$ cat src/rtl/vga_rect_fill_if.sv
// Command and framebuffer-write bundle for vga_rect_fill.
// The slave modport is the fill engine; the master modport is the command source and write port.
interface vga_rect_fill_if;
  logic        cmd_valid;
  logic        cmd_ready;
  logic [8:0]  cmd_x;
  logic [7:0]  cmd_y;
  logic [8:0]  cmd_w;
  logic [7:0]  cmd_h;
  logic [15:0] cmd_color;
  logic [16:0] wr_addr;
  logic [15:0] wr_data;
  logic        wr_en;
  logic        wr_stall;
  logic        busy;
  logic        done;

  modport master (
    output cmd_valid, cmd_x, cmd_y, cmd_w, cmd_h, cmd_color, wr_stall,
    input  cmd_ready, wr_addr, wr_data, wr_en, busy, done
  );

  modport slave (
    input  cmd_valid, cmd_x, cmd_y, cmd_w, cmd_h, cmd_color, wr_stall,
    output cmd_ready, wr_addr, wr_data, wr_en, busy, done
  );
endinterface

$ cat src/rtl/vga_rect_fill.sv
// Rectangle fill engine: writes one RGB565 pixel per cycle, row-major, into a linear framebuffer.
// Define VGA_RECT_FILL_CLIP_EN to clip rectangles to the framebuffer; otherwise addresses wrap.
module vga_rect_fill #(
  parameter int unsigned FB_WIDTH  = 400,
  parameter int unsigned FB_HEIGHT = 240
) (
  input logic           vgaclock,
  input logic           reset,
  vga_rect_fill_if.slave bus
);

  localparam logic [1:0] StIdle = 2'd0;
  localparam logic [1:0] StClip = 2'd1;
  localparam logic [1:0] StDraw = 2'd2;
  localparam logic [1:0] StDone = 2'd3;

  logic [1:0]  state_q, state_d;
  logic [8:0]  x_q, w_q;
  logic [7:0]  y_q, h_q;
  logic [15:0] color_q;
  logic [16:0] addr_q, base_q;
  logic [15:0] data_q;
  logic [8:0]  cols_left_q;
  logic [7:0]  rows_left_q;

  logic [8:0]  eff_w;
  logic [7:0]  eff_h;
  logic [16:0] start_addr;
  logic [16:0] next_base;
  logic        handshake;
  logic        consume;
  logic        row_end;
  logic        last_pix;
  logic        enter_draw;

`ifdef VGA_RECT_FILL_CLIP_EN
  logic [9:0] room_w;
  logic [8:0] room_h;

  always_comb begin
    room_w = 10'(FB_WIDTH) - {1'b0, x_q};
    room_h = 9'(FB_HEIGHT) - {1'b0, y_q};
    eff_w  = '0;
    eff_h  = '0;
    if (32'(x_q) < FB_WIDTH && 32'(y_q) < FB_HEIGHT) begin
      eff_w = ({1'b0, w_q} < room_w) ? w_q : room_w[8:0];
      eff_h = ({1'b0, h_q} < room_h) ? h_q : room_h[7:0];
    end
  end
`else
  always_comb begin
    eff_w = w_q;
    eff_h = h_q;
  end
`endif

  // The only multiply happens once per command; the pixel path just adds.
  assign start_addr = 17'(y_q) * 17'(FB_WIDTH) + 17'(x_q);
  assign next_base  = base_q + 17'(FB_WIDTH);

  assign handshake  = (state_q == StIdle) && bus.cmd_valid;
  assign consume    = (state_q == StDraw) && !bus.wr_stall;
  assign row_end    = (cols_left_q == 9'd1);
  assign last_pix   = row_end && (rows_left_q == 8'd1);
  assign enter_draw = (state_q == StClip) && (eff_w != 9'd0) && (eff_h != 8'd0);

  always_comb begin
    state_d = state_q;
    unique case (state_q)
      StIdle:  if (bus.cmd_valid) state_d = StClip;
      StClip:  state_d = enter_draw ? StDraw : StDone;
      StDraw:  if (consume && last_pix) state_d = StDone;
      StDone:  state_d = StIdle;
      default: state_d = StIdle;
    endcase
  end

  always_ff @(posedge vgaclock or posedge reset) begin
    if (reset) begin
      state_q     <= StIdle;
      x_q         <= '0;
      y_q         <= '0;
      w_q         <= '0;
      h_q         <= '0;
      color_q     <= '0;
      addr_q      <= '0;
      base_q      <= '0;
      data_q      <= '0;
      cols_left_q <= '0;
      rows_left_q <= '0;
    end else begin
      state_q <= state_d;
      if (handshake) begin
        x_q     <= bus.cmd_x;
        y_q     <= bus.cmd_y;
        w_q     <= bus.cmd_w;
        h_q     <= bus.cmd_h;
        color_q <= bus.cmd_color;
      end
      // Write-port outputs only move on DRAW entry or on a consumed pixel.
      if (enter_draw) begin
        addr_q      <= start_addr;
        base_q      <= start_addr;
        data_q      <= color_q;
        cols_left_q <= eff_w;
        rows_left_q <= eff_h;
      end else if (consume) begin
        if (row_end) begin
          base_q      <= next_base;
          addr_q      <= next_base;
          cols_left_q <= eff_w;
          rows_left_q <= rows_left_q - 8'd1;
        end else begin
          addr_q      <= addr_q + 17'd1;
          cols_left_q <= cols_left_q - 9'd1;
        end
      end
    end
  end

  assign bus.cmd_ready = (state_q == StIdle);
  assign bus.wr_en     = (state_q == StDraw);
  assign bus.busy      = (state_q == StClip) || (state_q == StDraw);
  assign bus.done      = (state_q == StDone);
  assign bus.wr_addr   = addr_q;
  assign bus.wr_data   = data_q;

endmodule

$ cat src/flat_wrapper.sv
// flat-port wrapper written by rule: the top's interface ports become plain ports
module vga_rect_fill_flat 
#(
  parameter int unsigned FB_WIDTH  = 400,
  parameter int unsigned FB_HEIGHT = 240
)
  (vgaclock, reset, bus_cmd_valid, bus_cmd_x, bus_cmd_y, bus_cmd_w, bus_cmd_h, bus_cmd_color, bus_wr_stall, bus_cmd_ready, bus_wr_addr, bus_wr_data, bus_wr_en, bus_busy, bus_done);
  vga_rect_fill_if bus_i ();
  input logic vgaclock;
  input logic reset;
  input wire logic [$bits(bus_i.cmd_valid)-1:0] bus_cmd_valid;
  input wire logic [$bits(bus_i.cmd_x)-1:0] bus_cmd_x;
  input wire logic [$bits(bus_i.cmd_y)-1:0] bus_cmd_y;
  input wire logic [$bits(bus_i.cmd_w)-1:0] bus_cmd_w;
  input wire logic [$bits(bus_i.cmd_h)-1:0] bus_cmd_h;
  input wire logic [$bits(bus_i.cmd_color)-1:0] bus_cmd_color;
  input wire logic [$bits(bus_i.wr_stall)-1:0] bus_wr_stall;
  output wire logic [$bits(bus_i.cmd_ready)-1:0] bus_cmd_ready;
  output wire logic [$bits(bus_i.wr_addr)-1:0] bus_wr_addr;
  output wire logic [$bits(bus_i.wr_data)-1:0] bus_wr_data;
  output wire logic [$bits(bus_i.wr_en)-1:0] bus_wr_en;
  output wire logic [$bits(bus_i.busy)-1:0] bus_busy;
  output wire logic [$bits(bus_i.done)-1:0] bus_done;
  assign bus_i.cmd_valid = bus_cmd_valid;
  assign bus_i.cmd_x = bus_cmd_x;
  assign bus_i.cmd_y = bus_cmd_y;
  assign bus_i.cmd_w = bus_cmd_w;
  assign bus_i.cmd_h = bus_cmd_h;
  assign bus_i.cmd_color = bus_cmd_color;
  assign bus_i.wr_stall = bus_wr_stall;
  assign bus_cmd_ready = bus_i.cmd_ready;
  assign bus_wr_addr = bus_i.wr_addr;
  assign bus_wr_data = bus_i.wr_data;
  assign bus_wr_en = bus_i.wr_en;
  assign bus_busy = bus_i.busy;
  assign bus_done = bus_i.done;
  vga_rect_fill #(.FB_WIDTH(FB_WIDTH), .FB_HEIGHT(FB_HEIGHT)) u_core (.vgaclock(vgaclock), .reset(reset), .bus(bus_i));
endmodule
$ cat config.mk
export PLATFORM = sky130hd
export DESIGN_NAME = vga_rect_fill_flat
export DESIGN_NICKNAME = d
export VERILOG_FILES = /design/src/rtl/vga_rect_fill_if.sv /design/src/rtl/vga_rect_fill.sv /design/src/flat_wrapper.sv
export SDC_FILE = /design/constraint.sdc
export NUM_CORES = 1
export LEC_CHECK = 0
export CORE_ASPECT_RATIO = 1.2
export CORE_MARGIN = 3
export CORE_UTILIZATION = 40
export CTS_CLUSTER_SIZE = 30
export DETAILED_ROUTE_END_ITERATION = 16
export GPL_TIMING_DRIVEN = 1
export REMOVE_ABC_BUFFERS = 1
export SYNTH_ARGS = -nofsm -noshare
export SYNTH_HDL_FRONTEND = slang
export SYNTH_SLANG_ARGS = --single-unit
export TNS_END_PERCENT = 1
$ cat constraint.sdc
create_clock -name vgaclock -period 4.7 [get_ports vgaclock]
set_input_delay 0.94 -clock vgaclock [delete_from_list [all_inputs] [get_ports vgaclock]]
set_output_delay 0.94 -clock vgaclock [all_outputs]
set_load 0.05 [all_outputs]
==> results.toml <==
[run_status]
outcome = "finished clean"

[global_routing]
grt_first_pass_wirelength_um = 27400
grt_pass1_vias = 5687
grt_antenna_before_repair = 0
grt_start_max_net_pins = 80
gr-usage-all-layers = 0.180
globalRouteOverflowTotal = 0

[setup_path]
worst_path_largest_cell_delay_ns = 0.55
required_worst_endpoint_ns = 5.03
cp_cell_sequence = "ha_1, ha_1, inv_1, fa_1, inv_1, ha_1, a21oi_1, o21ai_2, xor2_2, nand3_1, or4_4, o211ai_1"
crit_buf_inv = 2
crit_path_top_cell_by_count = "sky130_fd_sc_hd__ha_1"
reg2reg_setup_slack_ns = 1.21
cp-end-kind = "flop"
setup.worst_path.start_class = "flop"
cp_top_family = "adder cells"
critical_path.max_fanout = 6
cp.arrival_ns = 3.82
crit_path_top_delay_cell = "sky130_fd_sc_hd__or4_4"
path_class = "reg2reg"

[detailed_routing]
dr_total_vias = 5534
drt-pass1-iter-count = 5
postRouteAntennaNets = 0
detail_route.vias_per_cell = 5.43
post_drt_wl_per_cell_um = 16.3
drt-total-wl_um = 16600
drc = 0
detailedRoute.firstIterationViolations = 250

[timing]
fin_worst_skew_ns = 0.00786
max_slew_margin = 0.302
fmax_mhz = 287
grt_setup_unrepaired = "no"
minimum_clock_period_after_layout_ns = 3.49
setup_total_negative_slack_ns = 0
tightestPinTransition_ns = 1.04
timing_max_transition_violations_final = 0
timing_hold_violations_final = 0
post-route-period-util = 0.742
final-setup-viol-count = 0

[finish]
insertedDiodeCount = 0
final.fill_count = 1501
post_route_cells_drive_above_1_share = 0.135
layout_overhead_on_the_synthesized_area_pct = 24.3
nets = 897

[run]
max_cap_viol_count = 0

[clock_network]
clk_latency_ns = 0.42
clock_sinks = 119
cts_setup_buffers = 0
maximum_clock_insertion_buffer_count = 2
tritoncts = "yes"
tritoncts.num_buffers = 17
h-tree-depth = 4
hold_buffers = 0
clk_root_buf = "sky130_fd_sc_hd__clkbuf_16"
clock_pin_slew_of_the_registers_on_the_worst_case_setup_and_hold_paths_ns = 0.06
cts_repair_resize_count = 0

[synth]
postSynth.asyncResetShare = 1.00
synth_enable_flop_cells = 0
synth.ff_latch_count = 119
synth.avg_cell_area_sq_um = 9.69
synthDistinctLibCells = 67
synth_sequential_area_ratio = 0.433
post_synth_instance_area_sq_um = 6880
synth_top_flop_cell = "sky130_fd_sc_hd__dfrtp_1"
postSynthCellCount = 710
ys.warnings.count = 0

[die]
core_area_sq_um = 16500
area_of_the_die_sq_um = 18800
num_rows = 51
dieWidth_um = 126
dieHeight_um = 150
initial_cell_density_of_the_core = 0.416
io_pins = 91

[place]
routabilityCongestion = 0.866
detailed_place_hpwl_um = 11800
numPortBuffers = 90

[hold_path]
worstHoldPathType = "reg2reg"
==> cells in the final DEF, fill, tap and decap left out, types with 6 or more instances in the layout <==
| master | n |
|---|---|
| sky130_fd_sc_hd__o22ai_1 | 11 |
| sky130_fd_sc_hd__mux2_2 | 53 |
| sky130_fd_sc_hd__a21oi_1 | 39 |
| sky130_fd_sc_hd__inv_6 | 6 |
| sky130_fd_sc_hd__a31oi_1 | 6 |
| sky130_fd_sc_hd__ha_1 | 44 |
| sky130_fd_sc_hd__xnor2_1 | 15 |
| sky130_fd_sc_hd__o21ai_0 | 39 |
| sky130_fd_sc_hd__nor2_1 | 45 |
| sky130_fd_sc_hd__o211ai_1 | 8 |
| sky130_fd_sc_hd__nor3_1 | 13 |
| sky130_fd_sc_hd__clkbuf_16 | 17 |
| sky130_fd_sc_hd__clkdlybuf4s50_1 | 90 |
| sky130_fd_sc_hd__and3_1 | 10 |
| sky130_fd_sc_hd__nor4_1 | 7 |
| sky130_fd_sc_hd__buf_4 | 6 |
| sky130_fd_sc_hd__dfrtp_1 | 119 |
| sky130_fd_sc_hd__xor2_1 | 21 |
| sky130_fd_sc_hd__nand3_1 | 23 |
| sky130_fd_sc_hd__inv_1 | 26 |
| sky130_fd_sc_hd__nand2_1 | 104 |
==> registers in the layout (all words and copies together) (netlist names), 9 cells and up <==
signal,flops
u_core.base_q,17
u_core.bus.wr_addr,17
u_core.bus.wr_data,16
u_core.color_q,16
u_core.cols_left_q,9
u_core.eff_w,9
u_core.x_q,9
==> cell type report <==
cell class                      count  area (sq um)  share of cell area
Timing Repair Buffer               97           966               0.113
Clock inverter                     15           144              0.0168
Multi-Input combinational cell    533          3670               0.429
Tap cell                          212           265              0.0310
Sequential cell                   119          2980               0.348
Clock buffer                       17           425              0.0498
Inverter                           27           104              0.0121
==> tightest hold or removal path: stages, from the launching register on <==
cell	delay [ns]
sky130_fd_sc_hd__dfrtp_1	0.34
sky130_fd_sc_hd__nand2_1	0.05
sky130_fd_sc_hd__nand2_1	0.05
==> layer usage <==
layer / global-route usage / vias up / routed length, um / part of all wire
li1: - / 2693 / - / -
met1: 0.218 / 2659 / 7140 / 0.43
met3: 0.0421 / 30 / 762 / 0.046
met4: 0.0743 / 0 / 383 / 0.023
met5: 0 / - / 0 / 0
met2: 0.308 / 152 / 8330 / 0.50
==> metrics by stage <==
step | std cells | cell area (sq um) | setup WS (ns) | utilization | hold slack [ns]
after global placement | 988 | 7980 | 1.33 | 0.483 | 0.441
after detailed placement | 988 | 7980 | 1.23 | 0.483 | 0.447
after CTS | 1020 | 8550 | 1.20 | 0.517 | 0.469
after floorplan | 679 | 6730 | 0.603 | - | 0.433
after global routing | 1020 | 8550 | 0.941 | 0.517 | 0.493
final | 1020 | 8550 | 1.21 | 0.517 | 0.465
==> worst paths after layout <==
check,startpoint,cells past startpoint,endpoint
max in group asynchronous,reset,3,u_core.eff_w[3]
min in group asynchronous,reset,2,u_core.color_q[4]
min,u_core.color_q[10],2,u_core.bus.wr_data[10]
max reg2reg,u_core.y_q[3],12,u_core.base_q[15]
max,u_core.y_q[3],12,u_core.base_q[15]
min reg2reg,u_core.color_q[10],2,u_core.bus.wr_data[10]
==> cell families (layout without fill, tap and decap cells) <==
family | after synthesis | after routing | share of synthesized area
AO/OA/AOI/OAI | 148 | 148 | 0.135
XOR/XNOR | 37 | 37 | 0.0482
adder cells (fa/ha/maj) | 48 | 48 | 0.0917
buffers and inverters | 58 | 156 | 0.0355
flip-flops | 119 | 119 | 0.433
multiplexers | 57 | 57 | 0.0926
AND/OR/NAND/NOR | 243 | 243 | 0.164
==> cell usage after synthesis, drive strengths merged (6+ instances only) <==
cell / instances / area (sq um)
xnor2: 15 / 131
o22ai: 11 / 68.8
a211oi: 6 / 50.1
o211ai: 9 / 72.6
and3: 10 / 62.6
ha: 44 / 551
buf: 19 / 96.3
a31oi: 6 / 37.5
a21oi: 39 / 195
nor4: 8 / 56.3
nand3: 23 / 115
xor2: 22 / 200
clkbuf: 12 / 46.3
mux2: 53 / 597
o21ai: 45 / 229
nor2: 46 / 173
dfrtp: 119 / 2980
nor3: 13 / 65.1
inv: 27 / 101
nand2: 108 / 410
Power is not shown: default switching activity piles up to over one toggle a cycle in this logic, so the estimate is an artifact.
